`src/rtl/bullcow_pkg.sv`:
```
`default_nettype none
// +----------------------------------------------------------------------------+
// | Module      : bullcow_pkg                                                  |
// | Description : Shared state encoding and winner codes for bullcow_engine.   |
// | Revision    : 1.0 - initial release                                        |
// +----------------------------------------------------------------------------+
package bullcow_pkg;

    typedef enum logic [2:0] {
        J1_SETUP = 3'd0,
        J2_SETUP = 3'd1,
        J1_GUESS = 3'd2,
        J2_GUESS = 3'd3,
        END_GAME = 3'd7
    } state_t;

    localparam logic [1:0] c_WIN_NONE = 2'd0;
    localparam logic [1:0] c_WIN_J1   = 2'd1;
    localparam logic [1:0] c_WIN_J2   = 2'd2;
    localparam logic [1:0] c_WIN_DRAW = 2'd3;

endpackage
`default_nettype wire

```
`src/rtl/bullcow_scorer.sv`:
```
`default_nettype none
// +----------------------------------------------------------------------------+
// | Module      : bullcow_scorer                                               |
// | Description : Combinational entry validation and bulls/cows scoring.       |
// | Revision    : 1.0 - initial release                                        |
// +----------------------------------------------------------------------------+
module bullcow_scorer #(
    parameter int NUM_DIGITS = 4,
    parameter int DIGIT_W    = 4,
    parameter int DIGIT_MAX  = 9
) (
    input  logic [NUM_DIGITS*DIGIT_W-1:0]      guess,
    input  logic [NUM_DIGITS*DIGIT_W-1:0]      secret,
    output logic                               valid,
    output logic [$clog2(NUM_DIGITS+1)-1:0]    bulls,
    output logic [$clog2(NUM_DIGITS+1)-1:0]    cows
);

    localparam int                 c_CNT_W     = $clog2(NUM_DIGITS + 1);
    localparam logic [DIGIT_W-1:0] c_DIGIT_MAX = DIGIT_W'(DIGIT_MAX);

    logic w_hit;

    always_comb begin
        valid = 1'b1;
        bulls = '0;
        cows  = '0;
        w_hit = 1'b0;
        for (int i = 0; i < NUM_DIGITS; i++) begin
            if (guess[i*DIGIT_W +: DIGIT_W] > c_DIGIT_MAX)
                valid = 1'b0;
            for (int j = i + 1; j < NUM_DIGITS; j++) begin
                if (guess[i*DIGIT_W +: DIGIT_W] == guess[j*DIGIT_W +: DIGIT_W])
                    valid = 1'b0;
            end
            if (guess[i*DIGIT_W +: DIGIT_W] == secret[i*DIGIT_W +: DIGIT_W])
                bulls = bulls + c_CNT_W'(1);
            // A guess digit counts as a cow once, wherever it sits in the secret
            w_hit = 1'b0;
            for (int j = 0; j < NUM_DIGITS; j++) begin
                if (j != i && guess[i*DIGIT_W +: DIGIT_W] == secret[j*DIGIT_W +: DIGIT_W])
                    w_hit = 1'b1;
            end
            if (w_hit)
                cows = cows + c_CNT_W'(1);
        end
    end

endmodule
`default_nettype wire

```
`src/rtl/bullcow_engine.sv`:
```
`default_nettype none
// +----------------------------------------------------------------------------+
// | Module      : bullcow_engine                                               |
// | Description : Two-player Bulls & Cows game controller with win counters.   |
// |               Optional draw after MAX_TRIES guesses: BULLCOW_DRAW_EN.      |
// | Revision    : 1.0 - initial release                                        |
// +----------------------------------------------------------------------------+
module bullcow_engine #(
    parameter int NUM_DIGITS = 4,
    parameter int DIGIT_W    = 4,
    parameter int DIGIT_MAX  = 9,
    parameter int SCORE_W    = 8,
    parameter int MAX_TRIES  = 10
) (
    input  logic                               clock,
    input  logic                               reset,
    input  logic                               enter,
    input  logic [NUM_DIGITS*DIGIT_W-1:0]      digits,
    output logic [2:0]                         state,
    output logic [$clog2(NUM_DIGITS+1)-1:0]    bulls,
    output logic [$clog2(NUM_DIGITS+1)-1:0]    cows,
    output logic                               result_valid,
    output logic                               invalid,
    output logic [1:0]                         winner,
    output logic [SCORE_W-1:0]                 points_j1,
    output logic [SCORE_W-1:0]                 points_j2
);

    import bullcow_pkg::*;

    localparam int                 c_CNT_W   = $clog2(NUM_DIGITS + 1);
    localparam logic [c_CNT_W-1:0] c_ALL_HIT = c_CNT_W'(NUM_DIGITS);

    state_t                          r_state, w_state_next;
    logic [NUM_DIGITS*DIGIT_W-1:0]   r_secret_j1, r_secret_j2, w_secret_sel;
    logic [c_CNT_W-1:0]              r_bulls, r_cows, w_bulls, w_cows;
    logic                            r_result_valid, r_invalid, r_enter_q;
    logic [1:0]                      r_winner;
    logic [SCORE_W-1:0]              r_points_j1, r_points_j2;
    logic                            w_submit, w_valid;
    logic                            w_store_j1, w_store_j2, w_score, w_invalid;
    logic                            w_win_j1, w_win_j2, w_draw, w_clear;

`ifdef BULLCOW_DRAW_EN
    localparam int                   c_TRIES_W   = $clog2(MAX_TRIES + 1);
    localparam logic [c_TRIES_W-1:0] c_MAX_TRIES = c_TRIES_W'(MAX_TRIES);
    logic [c_TRIES_W-1:0]            r_tries_j1, r_tries_j2;
`else
    logic w_unused_max_tries;
    assign w_unused_max_tries = ^MAX_TRIES;
`endif

    assign w_submit     = enter & ~r_enter_q;
    // Each guess is scored against the opponent's secret
    assign w_secret_sel = (r_state == J1_GUESS) ? r_secret_j2 : r_secret_j1;

    bullcow_scorer #(
        .NUM_DIGITS (NUM_DIGITS),
        .DIGIT_W    (DIGIT_W),
        .DIGIT_MAX  (DIGIT_MAX)
    ) u_scorer (
        .guess  (digits),
        .secret (w_secret_sel),
        .valid  (w_valid),
        .bulls  (w_bulls),
        .cows   (w_cows)
    );

    always_ff @(posedge clock or posedge reset) begin
        if (reset) r_state <= J1_SETUP;
        else       r_state <= w_state_next;
    end

    always_comb begin
        w_state_next = r_state;
        w_store_j1   = 1'b0;
        w_store_j2   = 1'b0;
        w_score      = 1'b0;
        w_invalid    = 1'b0;
        w_win_j1     = 1'b0;
        w_win_j2     = 1'b0;
        w_draw       = 1'b0;
        w_clear      = 1'b0;
        if (w_submit) begin
            case (r_state)
                J1_SETUP: begin
                    if (w_valid) begin
                        w_store_j1   = 1'b1;
                        w_state_next = J2_SETUP;
                    end else begin
                        w_invalid    = 1'b1;
                    end
                end
                J2_SETUP: begin
                    if (w_valid) begin
                        w_store_j2   = 1'b1;
                        w_state_next = J1_GUESS;
                    end else begin
                        w_invalid    = 1'b1;
                    end
                end
                J1_GUESS: begin
                    if (!w_valid) begin
                        w_invalid    = 1'b1;
                    end else begin
                        w_score = 1'b1;
                        if (w_bulls == c_ALL_HIT) begin
                            w_win_j1     = 1'b1;
                            w_state_next = END_GAME;
                        end else begin
                            w_state_next = J2_GUESS;
                        end
                    end
                end
                J2_GUESS: begin
                    if (!w_valid) begin
                        w_invalid    = 1'b1;
                    end else begin
                        w_score = 1'b1;
                        if (w_bulls == c_ALL_HIT) begin
                            w_win_j2     = 1'b1;
                            w_state_next = END_GAME;
`ifdef BULLCOW_DRAW_EN
                        end else if (r_tries_j1 == c_MAX_TRIES &&
                                     r_tries_j2 == c_MAX_TRIES - c_TRIES_W'(1)) begin
                            w_draw       = 1'b1;
                            w_state_next = END_GAME;
`endif
                        end else begin
                            w_state_next = J1_GUESS;
                        end
                    end
                end
                END_GAME: begin
                    w_clear      = 1'b1;
                    w_state_next = J1_SETUP;
                end
                default: w_state_next = J1_SETUP;
            endcase
        end
    end

    always_ff @(posedge clock or posedge reset) begin
        if (reset) begin
            r_enter_q      <= 1'b0;
            r_secret_j1    <= '0;
            r_secret_j2    <= '0;
            r_bulls        <= '0;
            r_cows         <= '0;
            r_result_valid <= 1'b0;
            r_invalid      <= 1'b0;
            r_winner       <= c_WIN_NONE;
            r_points_j1    <= '0;
            r_points_j2    <= '0;
        end else begin
            r_enter_q      <= enter;
            r_result_valid <= w_score;
            r_invalid      <= w_invalid;
            if (w_store_j1) r_secret_j1 <= digits;
            if (w_store_j2) r_secret_j2 <= digits;
            if (w_score) begin
                r_bulls <= w_bulls;
                r_cows  <= w_cows;
            end
            if (w_win_j1) begin
                r_winner <= c_WIN_J1;
                if (r_points_j1 != {SCORE_W{1'b1}})
                    r_points_j1 <= r_points_j1 + SCORE_W'(1);
            end
            if (w_win_j2) begin
                r_winner <= c_WIN_J2;
                if (r_points_j2 != {SCORE_W{1'b1}})
                    r_points_j2 <= r_points_j2 + SCORE_W'(1);
            end
            if (w_draw) r_winner <= c_WIN_DRAW;
            if (w_clear) begin
                r_secret_j1 <= '0;
                r_secret_j2 <= '0;
                r_bulls     <= '0;
                r_cows      <= '0;
                r_winner    <= c_WIN_NONE;
            end
        end
    end

`ifdef BULLCOW_DRAW_EN
    always_ff @(posedge clock or posedge reset) begin
        if (reset) begin
            r_tries_j1 <= '0;
            r_tries_j2 <= '0;
        end else if (w_clear) begin
            r_tries_j1 <= '0;
            r_tries_j2 <= '0;
        end else if (w_score) begin
            if (r_state == J1_GUESS && r_tries_j1 != c_MAX_TRIES)
                r_tries_j1 <= r_tries_j1 + c_TRIES_W'(1);
            if (r_state == J2_GUESS && r_tries_j2 != c_MAX_TRIES)
                r_tries_j2 <= r_tries_j2 + c_TRIES_W'(1);
        end
    end
`endif

    assign state        = r_state;
    assign bulls        = r_bulls;
    assign cows         = r_cows;
    assign result_valid = r_result_valid;
    assign invalid      = r_invalid;
    assign winner       = r_winner;
    assign points_j1    = r_points_j1;
    assign points_j2    = r_points_j2;

endmodule
`default_nettype wire

```
`config.mk`:
```
export PLATFORM = sky130hd
export DESIGN_NAME = bullcow_engine
export DESIGN_NICKNAME = d
export VERILOG_FILES = /design/src/rtl/bullcow_pkg.sv /design/src/rtl/bullcow_scorer.sv /design/src/rtl/bullcow_engine.sv
export SDC_FILE = /design/constraint.sdc
export NUM_CORES = 1
export LEC_CHECK = 0
export ABC_AREA = 1
export BUFFER_PORTS_ARGS = -buffer_cell sky130_fd_sc_hd__buf_2
export CAP_MARGIN = 20
export CORE_ASPECT_RATIO = 1.2
export CORE_MARGIN = 3
export CORE_UTILIZATION = 50
export DETAILED_ROUTE_END_ITERATION = 7
export PLACE_DENSITY = 0.69
export SYNTH_ARGS = -nofsm -noshare
export SYNTH_HDL_FRONTEND = slang
export SYNTH_SLANG_ARGS = --single-unit
```
`constraint.sdc`:
```
create_clock -name clock -period 3.6 [get_ports clock]
set_input_delay 0.36 -clock clock [delete_from_list [all_inputs] [get_ports clock]]
set_output_delay 0.36 -clock clock [all_outputs]
set_load 0.01 [all_outputs]
```
==> results of run 1 <==
[timing repair]
action                                  4_1_cts  5_1_grt
gates resized for setup                       0        4
setup buffers                                 0        6
endpoints found under the setup margin        0       11
hold endpoints to repair                      0        0
[final cells by class]
| cell class | count | area (um^2) |
|---|---|---|
| fillers | 821 | 3560 |
| multi-input cells | 460 | 2640 |
| flip-flops and latches | 62 | 1550 |
| repair buffers | 64 | 367 |
| inverters | 75 | 284 |
| clock buffers | 13 | 159 |
| well taps | 117 | 146 |
| clock inverters | 3 | 42.5 |
[flip-flops by register name (all words and copies together), names as in the netlist]
register      flops
points_j2         8
points_j1         8
r_secret_j2      16
bulls             3
result_valid      1
cows              3
invalid           1
r_secret_j1      16
r_enter_q         1
winner            2
state             3
[worst register-to-register path: stages (launching register included)]
cell and delay [ns]:
dfrtp_1 0.43, nor2_4 0.15, nand2_4 0.08, buf_6 0.15
nand2_1 0.07, nand2_2 0.10, xor2_1 0.15, a21oi_1 0.12
nand3_1 0.12, inv_1 0.08, ha_1 0.24, inv_1 0.06
nand2_1 0.06, nand2_1 0.08, inv_1 0.05, ha_1 0.25
or2_1 0.23, nand2_2 0.12, nand3_4 0.12, nor2_4 0.20
buf_4 0.14, nand3_1 0.06, nand2_1 0.08, nand2_1 0.05
[cells in the mapped netlist, drive strengths merged]
cell type and instances:
o22ai 5, nand2 171, nor3 8, xnor2 22
clkbuf 10, or2 2, nor2 42, inv 74
buf 19, nand4 30, dfrtp 62, ha 8
o21ai 45, clkinv 1, a21oi 4, a22o 1
a31oi 2, nor4 3, a22oi 2, nand3 53
nand3b 4, xor2 57
[layout by cell type (no fill, tap or decap), types with 16 or more instances in the layout]
| cell type | count |
|---|---|
| nor2_1 | 35 |
| buf_2 | 47 |
| o21ai_0 | 39 |
| buf_4 | 16 |
| nand4_1 | 29 |
| xor2_1 | 57 |
| nand2_1 | 149 |
| inv_1 | 68 |
| dfrtp_1 | 62 |
| xnor2_1 | 22 |
| nand2_2 | 19 |
| nand3_1 | 48 |
[layer usage]
layer	wire, um	vias to the layer above	GRT usage [%]
met4	348	0	10.2
li1	-	2093	-
met3	629	24	4.07
met5	0	-	0
met2	5670	132	37.5
met1	5150	1974	32.1
[kinds of logic (layout without fill, tap and decap cells)]
kind of cell             after synthesis  in the layout  synth area share (%)
AND/OR/NAND/NOR                      313            314                  32.6
adder cells (fa/ha/maj)                8              8                  2.18
buffers and inverters                104            155                  9.61
XOR/XNOR                              79             79                  15.1
flip-flops                            62             62                  33.8
AO/OA/AOI/OAI                         59             59                  6.81
[power groups by stage]
stage | Combinational (W) | Clock (W) | Sequential [W]
after detailed placement | 0.00174 | 0 | 0.00105
after global routing | 0.00200 | 0.000674 | 0.00106
after CTS | 0.00175 | 0.000644 | 0.00104
final | 0.00177 | 0.000621 | 0.00104
after floorplan | 0.00138 | 0 | 0.00103
after global placement | 0.00170 | 0 | 0.00105
[through the flow]
stage | cell area [um^2] | total power, W | setup slack [ns] | std cells | utilization (%)
global route | 5180 | 0.00374 | 0.0166 | 794 | 59.3
detailed placement | 4920 | 0.00279 | 0.172 | 771 | 56.2
CTS | 5120 | 0.00343 | 0.153 | 787 | 58.5
floorplan | 4600 | 0.00241 | 0.271 | 625 | -
global placement | 4920 | 0.00275 | 0.276 | 771 | 56.2
finish | 5180 | 0.00343 | 0.306 | 794 | 59.3
[final timing paths]
check                               from      endpoint  cells after the start  slack (ns)
min in group asynchronous          reset  points_j1[2]                      2        0.21
worst max register to register  state[0]  points_j1[6]                     23        0.31
worst max-delay path            state[0]  points_j1[6]                     23        0.31
worst min register to register   cows[0]       cows[0]                      2        0.48
max in group asynchronous          reset       cows[2]                      3        2.58
worst min-delay path               enter     r_enter_q                      1        0.14
==> results.md, run 1 <==
* Status: completed
* Synth area leader: dfrtp_1
* Crit end category: flop
* Iter 0 DRT Violations at 206
* Gp weighted congestion at between 0.9 and 1
* Worst-path clk slew at approximately 0.07 ns
* Worst vdd ir at between 200 and 300 uV
* Vias in the first global route at 3,926
* Relative slew margins at between 40% and 50%
* TritonCTS buffer count at 9
* Pleak at 2.76 nW
* Crit-path max FO at 10
* Post-DP HPWL at a little under 9000 um
* Least-Margin Pin Slew at slightly below 0.9 ns
* Die ar. at about 10,000 um^2
* Critical Path Most Common Cell: nand2_1
* Hold WS at between 0.1 and 0.15 ns
* NetSw at around 0.0015 W
* Final net count at ~700
* PD cells at between 600 and 700 nW/um^2
* Final wirelength at between 10,000 and 15,000 um
* Critical Path, Cell by Cell: nor2_4 > nand2_4 > buf_6 > nand2_1 > nand2_2 > xor2_1 > a21oi_1 > nand3_1 > inv_1 > ha_1 > inv_1 > nand2_1 > nand2_1 > inv_1 > ha_1 > or2_1 > nand2_2 > nand3_4 > nor2_4 > buf_4 > nand3_1 > nand2_1 > nand2_1
* Clock tree buffer depth at 2
* WP data arrival at around 3.5 ns
* Synth Register Bits at 62
* Share of cells above drive strength 1 at 18.5%
* Comb power frac at between 50% and 60%
* Clock root buffer: clkbuf_8
* Synth cell types at 35
* Die width at 93.5 um
* Sw Share at about 44%
* 1st-pass router iterations at 4
* Final setup TNS at 0 ns
* Initial antenna violation count at 0
* Final critical-path share of the clock period at roughly nine tenths
* RSZ-0062 raised after global routing: no
* DRC Markers at 0
* CTS tree: yes
* Final Skew at 0.00683 ns
* Setup violators final at 0
* First-pass GRT wire length at 19,600 um
* Clk sinks at 62
* Post-synth net total at 652
* Largest net degree at the start of global routing at 43
* Max cap viols at 0
* Grt total ovfl at 0
* Min cycle time layout at about 3.3 ns
* Via count at approximately 4,200
* Detail Route Antenna Nets at 0
* Largest stage delay, worst path at 0.43 ns
* Synth top area share at between 30% and 40%
* Clock Latency Late Sink at roughly 0.34 ns
* GR Util All Layers at a little under a quarter
* Cells after Synth at 625
* Die height at 111 um
* Max Slew Vio Count at 0
* CP Buf/Inv Count at 5
* Synthesized cell area at around 4600 um^2
* Synthesized area per cell at ~7.4 um^2
* Core ar. at between 8000 and 9000 um^2
* Synth top area cells: dfrtp_1, nand2_1, xor2_1
* Initial Util at between 50% and 60%
* Worst path top cell family by delay: simple AND/OR/NAND/NOR gates
* CP Class: flop to flop
* Layout area overhead at 12.8%
* Wire per inst at between 10 and 15 um
* Hold Path Class: primary input to flop
* Sequential fraction of the synthesis area at 33.8%
* CP Data Required Time at 3.83 ns
* Clock group share of total power at 18.1%
* Cell internal pwr at approximately 0.0019 W
* Yosys warns at 0
* Row count at 37
* Number of vias per cell at between 5 and 6
* Startpoint Class: flop
* Crit path max-delay cell type: dfrtp_1
* Hold Vio Cnt, Final at 0
* Cts hold-fix bufs at 0
* Htree depth at 3
* IO Port Bufs at 47
* Top Ports at 48
* Antenna diodes at 0
* Highest Clock Rate at around 300 MHz
* Seq pwr share at a little under a third
Power figures use the tool's default switching activity.
==> inputs of run 2 (changes only) <==
- SYNTH_HIERARCHICAL: default -> 1
==> results.md, run 2 <==
* Placement Setup Slack at 0.106 ns (-0.0658 ns)
* Final critical-path share of the clock period at 92.4% (+0.87 points)
* Iter 0 DRT Violations at 276 (+34%)
* Max Slew Vio Count at 0 (unchanged)
* PD cells at 588 nW/um^2 (-11%)
* Final net count at 732 (+4.7%)
* Via count at 4,373 (+3.6%)
* Relative slew margins at 36.2% (-5.1 points)
* Largest net degree at the start of global routing at 45 (+4.7%)
* Critical Path Most Common Cell: nand2_1
* Hold Path Origin: enter
* 1st-pass router iterations at 5 (+1)
* Critical Path, Cell by Cell: nor2_1 > nand2_2 > buf_4 > nand2_1 > nand2_2 > inv_1 > nor2_1 > nor3_1 > nand2_1 > ha_1 > inv_1 > nand2_2 > nand2_2 > inv_1 > ha_1 > nand2_1 > nand2_1 > nor2_4 > nand3_4 > nor3_4 > nand3_1 > nand2_1
* Worst setup margin at 0.275 ns (-0.0312 ns)
* Hold Vio Cnt, Final at 0 (unchanged)
* Layout area overhead at 10.2%
* CP Class: flop to flop
* Min cycle time layout at 3.32 ns (+0.0312 ns)
* Status: completed
* Grt total ovfl at 0 (unchanged)
* Share of cells above drive strength 1 at 18.2% (-0.29 points)
* Largest registers: r_secret_j1: 16 flops, r_secret_j2: 16 flops
* Row count at 38 (+2.7%)
* Seq pwr share at 31.1% (+0.7 points)
* Leading cell type in the layout, fill and taps excluded: nand2_1
* Detail Route Antenna Nets at 0 (unchanged)
* Synthesized cell area at 4710 um^2 (+2.4%)
* Setup violators final at 0 (unchanged)
* DRC Markers at 0 (unchanged)
* Synth top area share at 33.0% (-0.79 points)
* Synth top area cells: dfrtp_1, nand2_1, xnor2_1
* CP startpoint: state[2]
* Reg2reg path depth at 22 (-4.3%)
* Largest stage delay, worst path at 0.39 ns (-0.04 ns)
* Max cap viols at 0 (unchanged)
* Pleak at 2.78 nW (+0.72%)
* TritonCTS buffer count at 9 (unchanged)
* Post-synth EDFFs at 0 (unchanged)
* Post-synth net total at 690 (+5.8%)
* Hold Path Class: primary input to flop
* Post-synth top flop: dfrtp_1
* Number of vias per cell at 5.27 (-0.94%)
* Sequential fraction of the synthesis area at 33.0% (-0.79 points)
* Yosys warns at 6 (+6)
* Clock Latency Late Sink at 0.35 ns (about the same)
* Top Ports at 48 (unchanged)
* Clock tree buffer depth at 2 (unchanged)
* CP Data Required Time at 3.89 ns (+0.06 ns)
* Synth area leader: dfrtp_1
* Die width at 94.6 um (+1.1%)
* Crit end category: flop
* Gp weighted congestion at 0.966 (-3.4%)
* Least-Margin Pin Slew at 0.957 ns (+0.0771 ns)
* Highest Clock Rate at 301 MHz (-0.94%)
* NetSw at 0.00133 W (-13%)
* Crit path max-delay cell type: dfrtp_1
* Die height at 112 um (+1.1%)
* Crit-path max FO at 9 (-1)
* Clk sinks at 62 (unchanged)
* Synth Register Bits at 62 (unchanged)
* Hold-critical path depth at 1 (unchanged)
* Antenna diodes at 0 (unchanged)
* CTS tree: yes
* Most frequent cells in the layout: nand2_1, dfrtp_1, inv_1, buf_2
* Sw Share at 43.5% (-0.93 points)
* Worst-path clk slew at 0.07 ns (about the same)
* Comb power frac at 51.0% (-0.6 points)
* GR Util All Layers at 23.7% (-0.21 points)
* Wire per inst at 14.4 um (-3.2%)
* WP data arrival at 3.61 ns (+0.09 ns)
* Vias in the first global route at 4,244 (+8.1%)
* Post-DP HPWL at 8770 um (-0.30%)
* Final wirelength at 11,900 um (+1.2%)
* Clock root buffer: clkbuf_8
* Die ar. at 10,600 um^2 (+2.3%)
* Hold WS at 0.163 ns (+0.0250 ns)
* Count leader, synth: nand2_1
* Worst vdd ir at 215 uV (-18%)
* Initial antenna violation count at 0 (unchanged)
* Clock group share of total power at 17.9% (-0.2 points)
* Final Skew at 0.00812 ns (+0.00129 ns)
* Core ar. at 9130 um^2 (+4.3%)
* Synth cell types at 34 (-2.9%)
* Async set or reset register ratio after synthesis at 100% (unchanged)
* Startpoint Class: flop
* Cell internal pwr at 0.00172 W (-9.8%)
* First-pass GRT wire length at 19,900 um (+1.4%)
* Worst R2R Start: state[2]
* Synth top cells by count: nand2_1, dfrtp_1, inv_1
* Synthesized area per cell at 7.10 um^2 (-3.5%)
* IO Port Bufs at 47 (unchanged)
* Htree depth at 3 (unchanged)
* Cells after Synth at 663 (+6.1%)
* Initial Util at 51.5% (-0.98 points)
run 2: through the flow:
step           util, %  instances  area [um^2]  total power (W)  TNS (ns)
6_report          56.8        830         5180          0.00305         0
4_1_cts           56.2        829         5130          0.00301         0
3_5_place_dp      54.4        813         4970          0.00245         0
2_1_floorplan        -        663         4710          0.00209         0
5_1_grt           56.8        830         5180          0.00328  -0.00717
3_3_place_gp      54.4        813         4970          0.00240         0
run 2: layer usage:
metal  share of wire [%]  GRT usage [%]  vias up
met4                 2.7           10.4        0
met3                 6.1           3.95       33
met5                   0              0        -
met1                  41           29.0     2022
met2                  50           40.4      162
li1                    -              -     2156
run 2: cell type report:
class                      instances  area (um^2)
clock buffer                      12          145
clock inverter                     4         22.5
fill                             896         3950
inverter                          56          210
multi-input combinational        513         2750
sequential                        62         1550
tap                              120          150
timing repair buffer              63          359
run 2: critical path, delay by kind of cell (launching register included):
kind	cells	cell delay [ns]
adder cells (fa/ha/maj)	2	0.61
AND/OR/NAND/NOR	16	1.88
flip-flops	1	0.39
buffers and inverters	4	0.39
run 2: power groups by stage:
stage | logic (W) | registers, W | clock network (W)
global placement | 0.00144 | 0.000955 | 0
floorplan | 0.00114 | 0.000947 | 0
global route | 0.00173 | 0.000962 | 0.000589
detailed placement | 0.00150 | 0.000952 | 0
finish | 0.00155 | 0.000947 | 0.000546
CTS | 0.00150 | 0.000944 | 0.000559
run 2: path summary, 6_finish.rpt:
check / to / slack (ns)
min: r_enter_q / 0.16
max in group asynchronous: r_secret_j1[11] / 2.56
min reg2reg: r_secret_j1[5] / 0.48
min in group asynchronous: r_secret_j2[12] / 0.22
max reg2reg: points_j1[6] / 0.28
max: points_j1[6] / 0.28
run 2: timing repair:
| action | in CTS | in global routing |
|---|---|---|
| setup endpoints to repair | 0 | 18 |
| buffers inserted | 0 | 1 |
| hold buffers | 0 | 0 |
| resized for setup | 0 | 12 |
run 2: cells by family after synthesis:
group,Yosys count,share of synthesized area [%]
and+or+nand+nor,378,34.7
buffers and inverters,88,9.52
adders and majority gates,8,2.13
xor gates and xnor gates,71,13.4
DFF,62,33.0
AOI/OAI and AO/OA,56,7.34
==> inputs of run 3 (changes only) <==
- CORE_UTILIZATION: 50 -> 55
- PLACE_DENSITY: 0.69 -> 0.75
==> results.md, run 3 (same netlist as run 2, synthesis figures left out) <==
* Status: completed
* WP data arrival at 3.65 ns (+0.04 ns)
* Crit-path max FO at 19 (+10)
* IO Port Bufs at 47 (unchanged)
* Min cycle time layout at 3.37 ns (+0.0443 ns)
* PD cells at 589 nW/um^2 (+0.17%)
* CTS tree: yes
* Vias in the first global route at 4,164 (-1.9%)
* Critical Path Most Common Cell: nand2_1
* Core ar. at 8240 um^2 (-9.7%)
* Final wirelength at 11,900 um (about the same)
* Worst vdd ir at 398 uV (+85%)
* Layout area overhead at 11.1%
* Wire per inst at 14.5 um (+0.55%)
* Highest Clock Rate at 297 MHz (-1.3%)
* Initial antenna violation count at 0 (unchanged)
* DRC Markers at 0 (unchanged)
* GR Util All Layers at 25.2% (+1.5 points)
* Critical Path, Cell by Cell: nor2_1 > nand2_1 > buf_6 > nand2_1 > nand2_1 > or2_2 > a21oi_1 > nand2_1 > ha_4 > nand3_1 > nand2_2 > inv_1 > ha_1 > nand2_1 > nand2_1 > nor2_4 > nand3_4 > buf_4 > nor3_4 > nand3_1 > nand2_1
* Sw Share at 44.1% (+0.61 points)
* Final critical-path share of the clock period at 93.6% (+1.2 points)
* CP Class: flop to flop
* Relative slew margins at 45.7% (+9.5 points)
* Clock group share of total power at 18.7% (+0.8 points)
* Worst-path clk slew at 0.09 ns (+0.02 ns)
* Clock root buffer: clkbuf_8
* Htree depth at 3 (unchanged)
* Die height at 107 um (-4.4%)
* Clock Latency Late Sink at 0.35 ns (about the same)
* Fill cell count at 755 (-16%)
* Hold Path Class: primary input to asynchronous set/reset pin
* Crit end category: flop
* Pleak at 2.79 nW (+0.38%)
* CP Data Required Time at 3.88 ns (about the same)
* Seq pwr share at 30.6% (-0.5 points)
* Largest registers: r_secret_j1: 16 flops, r_secret_j2: 16 flops
* Grt total ovfl at 0 (unchanged)
* Number of vias per cell at 5.22 (-0.91%)
* Hold WS at 0.116 ns (-0.0467 ns)
* Hold Vio Cnt, Final at 0 (unchanged)
* Share of cells above drive strength 1 at 18.6% (+0.40 points)
* Most frequent cells in the layout: nand2_1, dfrtp_1, inv_1, buf_2
* Initial Util at 57.1% (+5.5 points)
* Top Ports at 48 (unchanged)
* 1st-pass router iterations at 5 (unchanged)
* Startpoint Class: flop
* Largest stage delay, worst path at 0.39 ns (about the same)
* Leading cell type in the layout, fill and taps excluded: nand2_1
* Placement Setup Slack at 0.170 ns (+0.0637 ns)
* Gp weighted congestion at 0.931 (-3.6%)
* Final setup TNS at 0 ns (unchanged)
* Largest net degree at the start of global routing at 35 (-22%)
* Clk sinks at 62 (unchanged)
* Antenna diodes at 0 (unchanged)
* NetSw at 0.00136 W (+2.4%)
* CP Buf/Inv Count at 3 (-1)
* Post-DP HPWL at 8760 um (-0.12%)
* Cell internal pwr at 0.00172 W (about the same)
* TritonCTS buffer count at 9 (unchanged)
* Iter 0 DRT Violations at 280 (+1.4%)
* Comb power frac at 50.8% (-0.2 points)
* Via count at 4,307 (-1.5%)
* Detail Route Antenna Nets at 0 (unchanged)
* Die ar. at 9710 um^2 (-8.6%)
* First-pass GRT wire length at 19,800 um (-0.28%)
* Least-Margin Pin Slew at 0.813 ns (-0.144 ns)
* Setup violators final at 0 (unchanged)
* Final net count at 733 (+0.14%)
* Final Skew at 0.0142 ns (+0.00604 ns)
* Row count at 36 (-5.3%)
* Worst setup margin at 0.231 ns (-0.0443 ns)
* Worst path top cell family by delay: simple AND/OR/NAND/NOR gates
* Clock tree buffer depth at 2 (unchanged)
* Placed cell area at 4960 um^2 (-0.15%)
* Post-route cell area at 5230 um^2 (+0.84%)
* Max Slew Vio Count at 0 (unchanged)
* Crit path max-delay cell type: dfrtp_1
* Max cap viols at 0 (unchanged)
* Die width at 90.4 um (-4.4%)
## run 3: changes by cell type in the layout (fill, tap and decap cells not counted), sizes merged
cell	before	now
buf	63	64
clkbuf	12	9
clkinv	3	1
clkinvlp	1	2
inv	56	60
## run 3: final timing paths
kind | slack, ns | startpoint | cells after the start | end
worst max-delay path | 0.23 | state[2] | 21 | points_j2[6]
worst min-delay path | 0.12 | reset | 2 | r_secret_j2[0]
worst max register to register | 0.23 | state[2] | 21 | points_j2[6]
worst min register to register | 0.49 | r_secret_j1[5] | 2 | r_secret_j1[5]
max in group asynchronous | 2.61 | reset | 3 | points_j2[7]
min in group clock | 0.17 | enter | 1 | r_enter_q
## run 3: area by class of cell
cell class	count	area (um^2)	area share [%]
clock buffer	9	124	2.37
clock inverter	7	55.1	1.05
inverter	56	210	4.02
multi-input combinational	513	2780	53.1
sequential	62	1550	29.7
tap	114	143	2.73
timing repair buffer	64	367	7.01
## run 3: routing by layer
layer  up-vias  routed length [um]  global-route usage [%]
met1      1995                5000                    31.2
met2       123                6000                    43.9
met5         -                   0                       0
met4         0                 376                    10.4
met3        30                 559                    3.92
li1       2159                   -                       -
## run 3: what timing repair did
action	CTS	global route
hold buffers	0	0
endpoints found under the setup margin	0	18
setup buffers	0	2
gates resized for setup	0	13
## run 3: through the flow
stage          power, W  util, %  cells
4_1_cts         0.00303     62.3    823
5_1_grt         0.00333     63.4    825
6_report        0.00308     63.4    825
3_5_place_dp    0.00245     60.2    807
2_1_floorplan   0.00209        -    663
3_3_place_gp    0.00240     60.2    807
## run 3: power groups by stage
| stage | Clock [W] | Sequential, W | Combinational (W) |
|---|---|---|---|
| 2_1_floorplan | 0 | 0.000947 | 0.00114 |
| 3_3_place_gp | 0 | 0.000950 | 0.00145 |
| 5_1_grt | 0.000619 | 0.000957 | 0.00176 |
| 3_5_place_dp | 0 | 0.000951 | 0.00150 |
| 4_1_cts | 0.000582 | 0.000938 | 0.00151 |
| 6_report | 0.000575 | 0.000941 | 0.00156 |
